$ cat src/rtl/cpu_lsu_if.sv
// rtl/cpu_lsu_if.sv - word bus between the load/store unit (master) and data memory (slave)
interface cpu_lsu_if #(
  parameter int ADDR_WIDTH = 32
);
  logic                  bus_valid;
  logic                  bus_ready;
  logic                  bus_we;
  logic [ADDR_WIDTH-1:0] bus_addr;
  logic [3:0]            bus_wstrb;
  logic [31:0]           bus_wdata;
  logic [31:0]           bus_rdata;

  modport master (
    output bus_valid, bus_we, bus_addr, bus_wstrb, bus_wdata,
    input  bus_ready, bus_rdata
  );

  modport slave (
    input  bus_valid, bus_we, bus_addr, bus_wstrb, bus_wdata,
    output bus_ready, bus_rdata
  );
endinterface

$ cat src/rtl/cpu_lsu.sv
// rtl/cpu_lsu.sv - load/store unit: aligns one CPU data access onto the word bus and extends load data (option: CPU_LSU_MISALIGN_TRAP_EN)
module cpu_lsu #(
  parameter int ADDR_WIDTH = 32
) (
  input  logic                  clk,
  input  logic                  rst,
  input  logic                  req_valid,
  input  logic [3:0]            req_write,
  input  logic [2:0]            req_ext,
  input  logic [ADDR_WIDTH-1:0] req_addr,
  input  logic [31:0]           req_wdata,
  output logic                  stall,
  output logic                  done,
  output logic [31:0]           rdata,
  output logic                  fault,
  cpu_lsu_if.master             bus
);

  typedef enum logic [1:0] {
    IDLE = 2'd0,
    BUS  = 2'd1,
    DONE = 2'd2
  } state_t;

  state_t state, state_nxt;

  logic                  capture;
  logic                  misaligned;
  logic [1:0]            off;

  logic                  we_q;
  logic [ADDR_WIDTH-1:0] addr_q;
  logic [3:0]            wstrb_q;
  logic [31:0]           wdata_q;
  logic [1:0]            off_q;
  logic [2:0]            ext_q;
  logic [31:0]           rdata_q;

  logic [31:0]           shifted;
  logic [31:0]           load_val;

  assign off = req_addr[1:0];

`ifdef CPU_LSU_MISALIGN_TRAP_EN
  logic is_half;
  logic is_word;
  logic fault_q;

  // Classify the access size and flag ones that cross a word boundary
  always_comb begin
    is_half    = (req_write == 4'b0011) ||
                 ((req_write == 4'b0000) && ((req_ext == 3'b001) || (req_ext == 3'b101)));
    is_word    = (req_write == 4'b1111) ||
                 ((req_write == 4'b0000) && (req_ext == 3'b010));
    misaligned = (is_half && (off == 2'd3)) || (is_word && (off != 2'd0));
  end

  // Remember whether the accepted request trapped, reported alongside done
  always_ff @(posedge clk or posedge rst) begin
    if (rst) begin
      fault_q <= 1'b0;
    end else if (capture) begin
      fault_q <= misaligned;
    end
  end

  assign fault = fault_q & (state == DONE);
`else
  assign misaligned = 1'b0;
  assign fault      = 1'b0;
`endif

  // State register
  always_ff @(posedge clk or posedge rst) begin
    if (rst) begin
      state <= IDLE;
    end else begin
      state <= state_nxt;
    end
  end

  // Next-state: accept in IDLE, wait for the bus handshake, report for one cycle
  always_comb begin
    state_nxt = state;
    capture   = 1'b0;
    case (state)
      IDLE: begin
        if (req_valid) begin
          capture   = 1'b1;
          state_nxt = misaligned ? DONE : BUS;
        end
      end
      BUS: begin
        if (bus.bus_ready) begin
          state_nxt = DONE;
        end
      end
      DONE: begin
        state_nxt = IDLE;
      end
      default: begin
        state_nxt = IDLE;
      end
    endcase
  end

  // Bring the addressed lanes down to bit 0 and extend per the load type
  always_comb begin
    shifted = bus.bus_rdata >> {off_q, 3'b000};
    case (ext_q)
      3'b000:  load_val = {{24{shifted[7]}}, shifted[7:0]};
      3'b001:  load_val = {{16{shifted[15]}}, shifted[15:0]};
      3'b010:  load_val = shifted;
      3'b100:  load_val = {24'h000000, shifted[7:0]};
      3'b101:  load_val = {16'h0000, shifted[15:0]};
      default: load_val = bus.bus_rdata;
    endcase
  end

  // Capture the lane-aligned request on accept; latch load data on the handshake
  always_ff @(posedge clk or posedge rst) begin
    if (rst) begin
      we_q    <= 1'b0;
      addr_q  <= '0;
      wstrb_q <= 4'h0;
      wdata_q <= 32'h0;
      off_q   <= 2'd0;
      ext_q   <= 3'd0;
      rdata_q <= 32'h0;
    end else begin
      if (capture) begin
        we_q    <= |req_write;
        addr_q  <= {req_addr[ADDR_WIDTH-1:2], 2'b00};
        wstrb_q <= req_write << off;
        wdata_q <= req_wdata << {off, 3'b000};
        off_q   <= off;
        ext_q   <= req_ext;
      end
      if ((state == BUS) && bus.bus_ready && !we_q) begin
        rdata_q <= load_val;
      end
    end
  end

  assign bus.bus_valid = (state == BUS);
  assign bus.bus_we    = we_q;
  assign bus.bus_addr  = addr_q;
  assign bus.bus_wstrb = wstrb_q;
  assign bus.bus_wdata = wdata_q;

  assign rdata = rdata_q;
  assign done  = (state == DONE);
  assign stall = req_valid & (state != DONE);

endmodule

$ cat src/flat_wrapper.sv
// flat-port wrapper written by rule: the top's interface ports become plain ports
module cpu_lsu_flat 
#(
  parameter int ADDR_WIDTH = 32
)
  (clk, rst, req_valid, req_write, req_ext, req_addr, req_wdata, stall, done, rdata, fault, bus_bus_valid, bus_bus_we, bus_bus_addr, bus_bus_wstrb, bus_bus_wdata, bus_bus_ready, bus_bus_rdata);
  cpu_lsu_if #(.ADDR_WIDTH(ADDR_WIDTH)) bus_i ();
  input  logic clk;
  input  logic rst;
  input  logic req_valid;
  input  logic [3:0] req_write;
  input  logic [2:0] req_ext;
  input  logic [ADDR_WIDTH-1:0] req_addr;
  input  logic [31:0] req_wdata;
  output logic stall;
  output logic done;
  output logic [31:0] rdata;
  output logic fault;
  output wire logic [$bits(bus_i.bus_valid)-1:0] bus_bus_valid;
  output wire logic [$bits(bus_i.bus_we)-1:0] bus_bus_we;
  output wire logic [$bits(bus_i.bus_addr)-1:0] bus_bus_addr;
  output wire logic [$bits(bus_i.bus_wstrb)-1:0] bus_bus_wstrb;
  output wire logic [$bits(bus_i.bus_wdata)-1:0] bus_bus_wdata;
  input wire logic [$bits(bus_i.bus_ready)-1:0] bus_bus_ready;
  input wire logic [$bits(bus_i.bus_rdata)-1:0] bus_bus_rdata;
  assign bus_bus_valid = bus_i.bus_valid;
  assign bus_bus_we = bus_i.bus_we;
  assign bus_bus_addr = bus_i.bus_addr;
  assign bus_bus_wstrb = bus_i.bus_wstrb;
  assign bus_bus_wdata = bus_i.bus_wdata;
  assign bus_i.bus_ready = bus_bus_ready;
  assign bus_i.bus_rdata = bus_bus_rdata;
  cpu_lsu #(.ADDR_WIDTH(ADDR_WIDTH)) u_core (.clk(clk), .rst(rst), .req_valid(req_valid), .req_write(req_write), .req_ext(req_ext), .req_addr(req_addr), .req_wdata(req_wdata), .stall(stall), .done(done), .rdata(rdata), .fault(fault), .bus(bus_i));
endmodule
$ cat config.mk
export PLATFORM = sky130hd
export DESIGN_NAME = cpu_lsu_flat
export DESIGN_NICKNAME = d
export VERILOG_FILES = /design/src/rtl/cpu_lsu_if.sv /design/src/rtl/cpu_lsu.sv /design/src/flat_wrapper.sv
export SDC_FILE = /design/constraint.sdc
export NUM_CORES = 1
export LEC_CHECK = 0
export ABC_AREA = 1
export BUFFER_PORTS_ARGS = -buffer_cell sky130_fd_sc_hd__buf_2
export CAP_MARGIN = 20
export CORE_MARGIN = 5
export CORE_UTILIZATION = 45
export DETAILED_ROUTE_END_ITERATION = 7
export PLACE_DENSITY = 0.71
export SLEW_MARGIN = 15
export SYNTH_ARGS = -nofsm -noshare
export SYNTH_HDL_FRONTEND = slang
export SYNTH_SLANG_ARGS = --single-unit
$ cat constraint.sdc
create_clock -name clk -period 5.3 [get_ports clk]
set_clock_uncertainty 0.05 [all_clocks]
set_input_delay 0.795 -clock clk [delete_from_list [all_inputs] [get_ports clk]]
set_output_delay 0.795 -clock clk [all_outputs]
set_load 0.02 [all_outputs]
# [Word-level counts from Yosys, hierarchy flattened]
# Cells that the tools add are included.
[word_totals] mem_bits_rw=0 mem_count=0 mem_bits_ro=0 register_bits=106 elab_cells=34 out_inout_bits=105 in_bits=107 latch_bits=0
[classes] bitwise_logic=1 n_mux=6 n_reduce_logical=7 magnitude_cmp=0 div=0 n_eq_ne=9 shift=3 mul=0 addsub=0
[op_table] operator="$pmux W32 S5" count=1
[op_table] operator="$shl A32 B5 Y32" count=1
[op_table] operator="$shr A32 B5 Y32" count=1
[op_table] operator="$eq A3 B3 Y1 const B" count=2
[op_table] operator="$mux W2" count=2
[op_table] operator="$ne A2 B2 Y1 const B" count=2
[op_table] operator="$pmux W2 S2" count=1
[op_table] operator="$reduce_or A4 Y1" count=1
[op_table] operator="$shl A4 B2 Y4" count=1
[op_table] operator="$eq A3 B1 Y1 const B" count=1
[op_table] operator="$eq A3 B2 Y1 const B" count=1
[op_table] operator="$logic_not A3 Y1" count=1
[op_table] operator="$eq A2 B1 Y1 const B" count=1
[op_table] operator="$eq A2 B2 Y1 const B" count=1
[op_table] operator="$logic_and A1 B1 Y1" count=2
[op_table] operator="$logic_not A2 Y1" count=1
[op_table] operator="$mux W1" count=2
[op_table] operator="$ne A2 B1 Y1 const B" count=1
[op_table] operator="$reduce_and A2 Y1" count=1
[op_table] operator="$and A1 B1 Y1" count=1
[op_table] operator="$logic_not A1 Y1" count=1

# [Logic depth before layout (Yosys ltp)]
[depth] word_depth=3 depth_mapped=10 ltp_nobuf=8

# [Worst setup path before layout]
# Ideal clock, no wire load.
[synth_path] kind="input to output" startpoint="input port req_valid" endpoint="output port stall" cell_stages=2 n_path_buf=0 required_time_ps=4455 arrival_time_ps=1148 slack_ps=3307 path_cell_list="inv_1 > nor2_1"
[synth_via] elab_chain_cells=1
[synth_rtl] element="from (decl)" line_no="flat_wrapper.sv:10" source="input logic req_valid;"
[synth_rtl] element="$and A1 B1 Y1" line_no="cpu_lsu.sv:153" source="assign stall = req_valid & (state != DONE);"
[synth_rtl] element="to (decl)" line_no="flat_wrapper.sv:15" source="output logic stall;"
# Every way passes these cells.

# [Final worst setup path]
[layout_path] startpoint="register u_core.off_q[0]" endpoint="register u_core.rdata_q[12], in the netlist u_core.rdata[12]"
[layout_via] elab_chain_cells=2
[layout_rtl] element="from (decl)" line_no="cpu_lsu.sv:35" source="logic [1:0] off_q;"
[layout_rtl] element="from (signal assigned)" line_no="cpu_lsu.sv:127" source="off_q <= 2'd0;"
[layout_rtl] element="from (signal assigned)" line_no="cpu_lsu.sv:136" source="off_q <= off;"
[layout_rtl] element="$shr A32 B5 Y32" line_no="cpu_lsu.sv:109" source="shifted = bus.bus_rdata >> {off_q, 3'b000};"
[layout_rtl] element="$pmux W32 S5" line_no="cpu_lsu.sv:110" source="case (ext_q)"
[layout_rtl] element="to (signal assigned)" line_no="cpu_lsu.sv:140" source="rdata_q <= load_val;"
[layout_rtl] element="to (decl)" line_no="cpu_lsu.sv:37" source="logic [31:0] rdata_q;"
# Every way passes these cells.
# A chain may end at the register's enable or synchronous reset.

==> key figures <==
Die
  • Rows: 40
  • Die Area: 14,250 sq um
  • Die W: 119.4 um
  • Die Height: 119.4 um
  • Core area: 11,860 sq um
  • Io pins: 212
  • Initial Utilization: 45.39%

Run
  • Max_cap viols: 0

Synthesis
  • Mean Syn Cell Area: 7.637 sq um
  • Post-synth top area share: 49.27%
  • Post-Synth Adder-Cell Area: 0%
  • Post-Synth XOR/XNOR Area: 0%
  • Post-Synth Simple-Gate Area: 27.21%
  • Yosys cell types: 24
  • Seq/Total Area, Yosys: 49.27%
  • Yosys reg bits: 106
  • Synthesis Warnings: 0
  • Post-Synthesis Cells: 705
  • Mapped Area: 5384 sq um
  • Post-synthesis compound-gate area fraction: 16.71%
  • Top post-synthesis cells by area: dfrtp_1 (49%), nand2_1 (20%), o21ai_0 (8.1%), o21bai_1 (2.9%), o221ai_1 (2.6%)
  • Largest family of logic cells by synthesized area: simple AND/OR/NAND/NOR gates
  • Post-synthesis mux area share: 0.3718%
  • Synth area leader: dfrtp_1

Global route
  • Global-route wire length before repair: 25,810 um
  • Gr usage total: 22.43%
  • Largest net degree at the start of global routing: 69
  • Vias in the first global route: 5,153
  • Initial antenna violation count: 2
  • Grt ovf: 0

STA
  • Actual slew at the worst max-slew pin: 1068 ps
  • Fmax: 0.3403 GHz
  • RSZ-0062 raised after global routing: no
  • Fin. max-slew vios: 0
  • Setup TNS: 0 ps
  • Setup ws final: 2361 ps
  • Min Tclk post-route: 2939 ps
  • Final setup fails: 0
  • Final hold vios: 0
  • Period utilization: 55.44%
  • Relative slew slack: 28.82%

Route
  • Per-cell routed wire length: 15.64 um
  • Via count: 5,381
  • DRC violations left: 0
  • WL final: 16,200 um
  • Drt pass-1 iters: 5
  • Iter 0 DRT Violations: 537
  • ANT nets after route: 0
  • Vias per cell: 5.194

Min path
  • Hold path depth: 2
  • Worst hold path class: reg2reg

Place
  • Buffers on Ports: 208
  • Pre-CTS WS: 2172 ps
  • DP Wirelength: 11,520 um
  • Routability congestion estimate: 0.8543

Setup path
  • Req. time, crit path: 5530 ps
  • Critical Path Start Type: flip-flop
  • R2R depth: 8
  • Critical path class: reg2reg
  • Worst EP arrival: 3170 ps
  • Setup crit end kind: flip-flop
  • CP Max Fanout: 36

Clock tree
  • TritonCTS clock tree: yes
  • Clock Pin Slew Worst Setup and Hold Paths: 80 ps
  • Deepest clock path buffer count: 2
  • Num CTS Buffers: 9
  • Worst skew pair latency: 350 ps
  • H-Tree Depth: 3
  • CTS-repair resized insts: 0
  • Root buf cell: clkbuf_16
  • Number of hold buffers added after CTS: 0
  • CTS sink count: 106
  • Setup repair bufs after CTS: 0

Cells and area
  • Multi-input gate area: 2399 sq um
  • Commonest cells after routing, fill and taps aside: nand2_1 (283), buf_2 (208), dfrtp_1 (106), o21ai_0 (87), inv_1 (32)
  • Fill cell count: 1,159
  • Net count, final: 991
  • Share of post-route cells with drive strength above 1: 29.25%
  • Register area: 2653 sq um
  • Area Growth Syn to Fin: 25.26%
  • ANT cells: 0
  • Most common library cell in the layout ignoring fill and taps: nand2_1

Power
  • PwrDens: 533.1 nW/um^2
  • Lkg Pwr: 3.861 nW
  • Worst vdd ir: 249.4 uV

Run status
  • Status: complete, no violations
## metrics by stage
step	std cells	hold WS (ps)	util, %	power, mW	area [sq um]
final	1036	420.5	56.86	3.595	6744
after global routing	1036	449.4	56.86	3.855	6744
after CTS	1035	421.5	56.67	3.613	6721
after detailed placement	1019	403.0	54.30	2.962	6441
after global placement	1019	400.8	54.30	2.945	6441
after floorplan	707	513.5	-	2.406	5391
## logic make-up (layout without fill, tap and decap cells)
kind of cell,count (synthesis),in the layout
AO/OA/AOI/OAI,155,155
buffers and inverters,83,265
flip-flops,106,106
multiplexers,2,2
other,1,3
AND/OR/NAND/NOR,358,358
## final timing paths
path / start / end / slack, ps
setup reg to reg: u_core.off_q[0]$_DFFE_PP0P_ / u_core.rdata[12]$_DFFE_PP0P_ / 2360
min in group asynchronous: rst / u_core.bus.bus_addr[6]$_DFFE_PP0P_ / 510
max in group asynchronous: rst / u_core.rdata[22]$_DFFE_PP0P_ / 3630
hold / removal: u_core.bus.bus_addr[11]$_DFFE_PP0P_ / u_core.bus.bus_addr[11]$_DFFE_PP0P_ / 420
setup / recovery: u_core.off_q[0]$_DFFE_PP0P_ / u_core.rdata[12]$_DFFE_PP0P_ / 2360
hold reg to reg: u_core.bus.bus_addr[11]$_DFFE_PP0P_ / u_core.bus.bus_addr[11]$_DFFE_PP0P_ / 420
## area by class of cell
class / count / area share, %
tap: 147 / 2.727
clock buffer: 9 / 3.340
multi-input combinational: 518 / 35.57
timing repair buffer: 213 / 16.18
inverter: 36 / 2.041
sequential: 106 / 39.33
clock inverter: 7 / 0.8163
## registers in the layout (all words and copies together) (netlist names)
name                  flops
u_core.bus.bus_wstrb      4
u_core.bus.bus_wdata     32
u_core.rdata             32
u_core.bus.bus_addr      30
u_core.state              2
u_core.ext_q              3
u_core.off_q              2
u_core.bus.bus_we         1
## routing by layer
metal / part of all wire, % / vias to the layer above / wire, um / track usage [%]
met4: 1.5 / 4 / 238 / 6.228
met5: 0.17 / - / 27 / 0
met1: 41 / 2477 / 6661 / 28.75
met3: 10 / 23 / 1645 / 7.407
met2: 47 / 248 / 7625 / 36.49
li1: - / 2629 / - / -
## synthesized netlist by cell type
library cell and n:
clkbuf_1 25, o211ai_1 4, conb_1 1, nor2_1 26, nand3_2 1, and2_1 1, o21bai_1 21, nor3_1 2
nand3_1 19, inv_2 3, nor3_4 2, nor3_2 1, mux2i_1 2, inv_1 33, nand2_1 284, buf_2 13
buf_1 5, dfrtp_1 106, o21ai_0 87, a31oi_1 1, or2_2 22, o221ai_1 16, o21ai_1 26, buf_4 4
## power by group
part           leakage, nW  switching, mW  internal, mW
Clock                0.137          0.312         0.323
Combinational         2.39           1.09         0.512
Sequential            1.34          0.234          1.13
## critical path, cell delays in order (launching register included)
cell      delay, ps
dfrtp_1        1050
inv_2           410
nand2_1         170
nand3_1          90
nand2_1         100
nand2_1         100
nand2_1         600
o21bai_1        180
nand2_1         100
(Power assumes the default switching activity.)
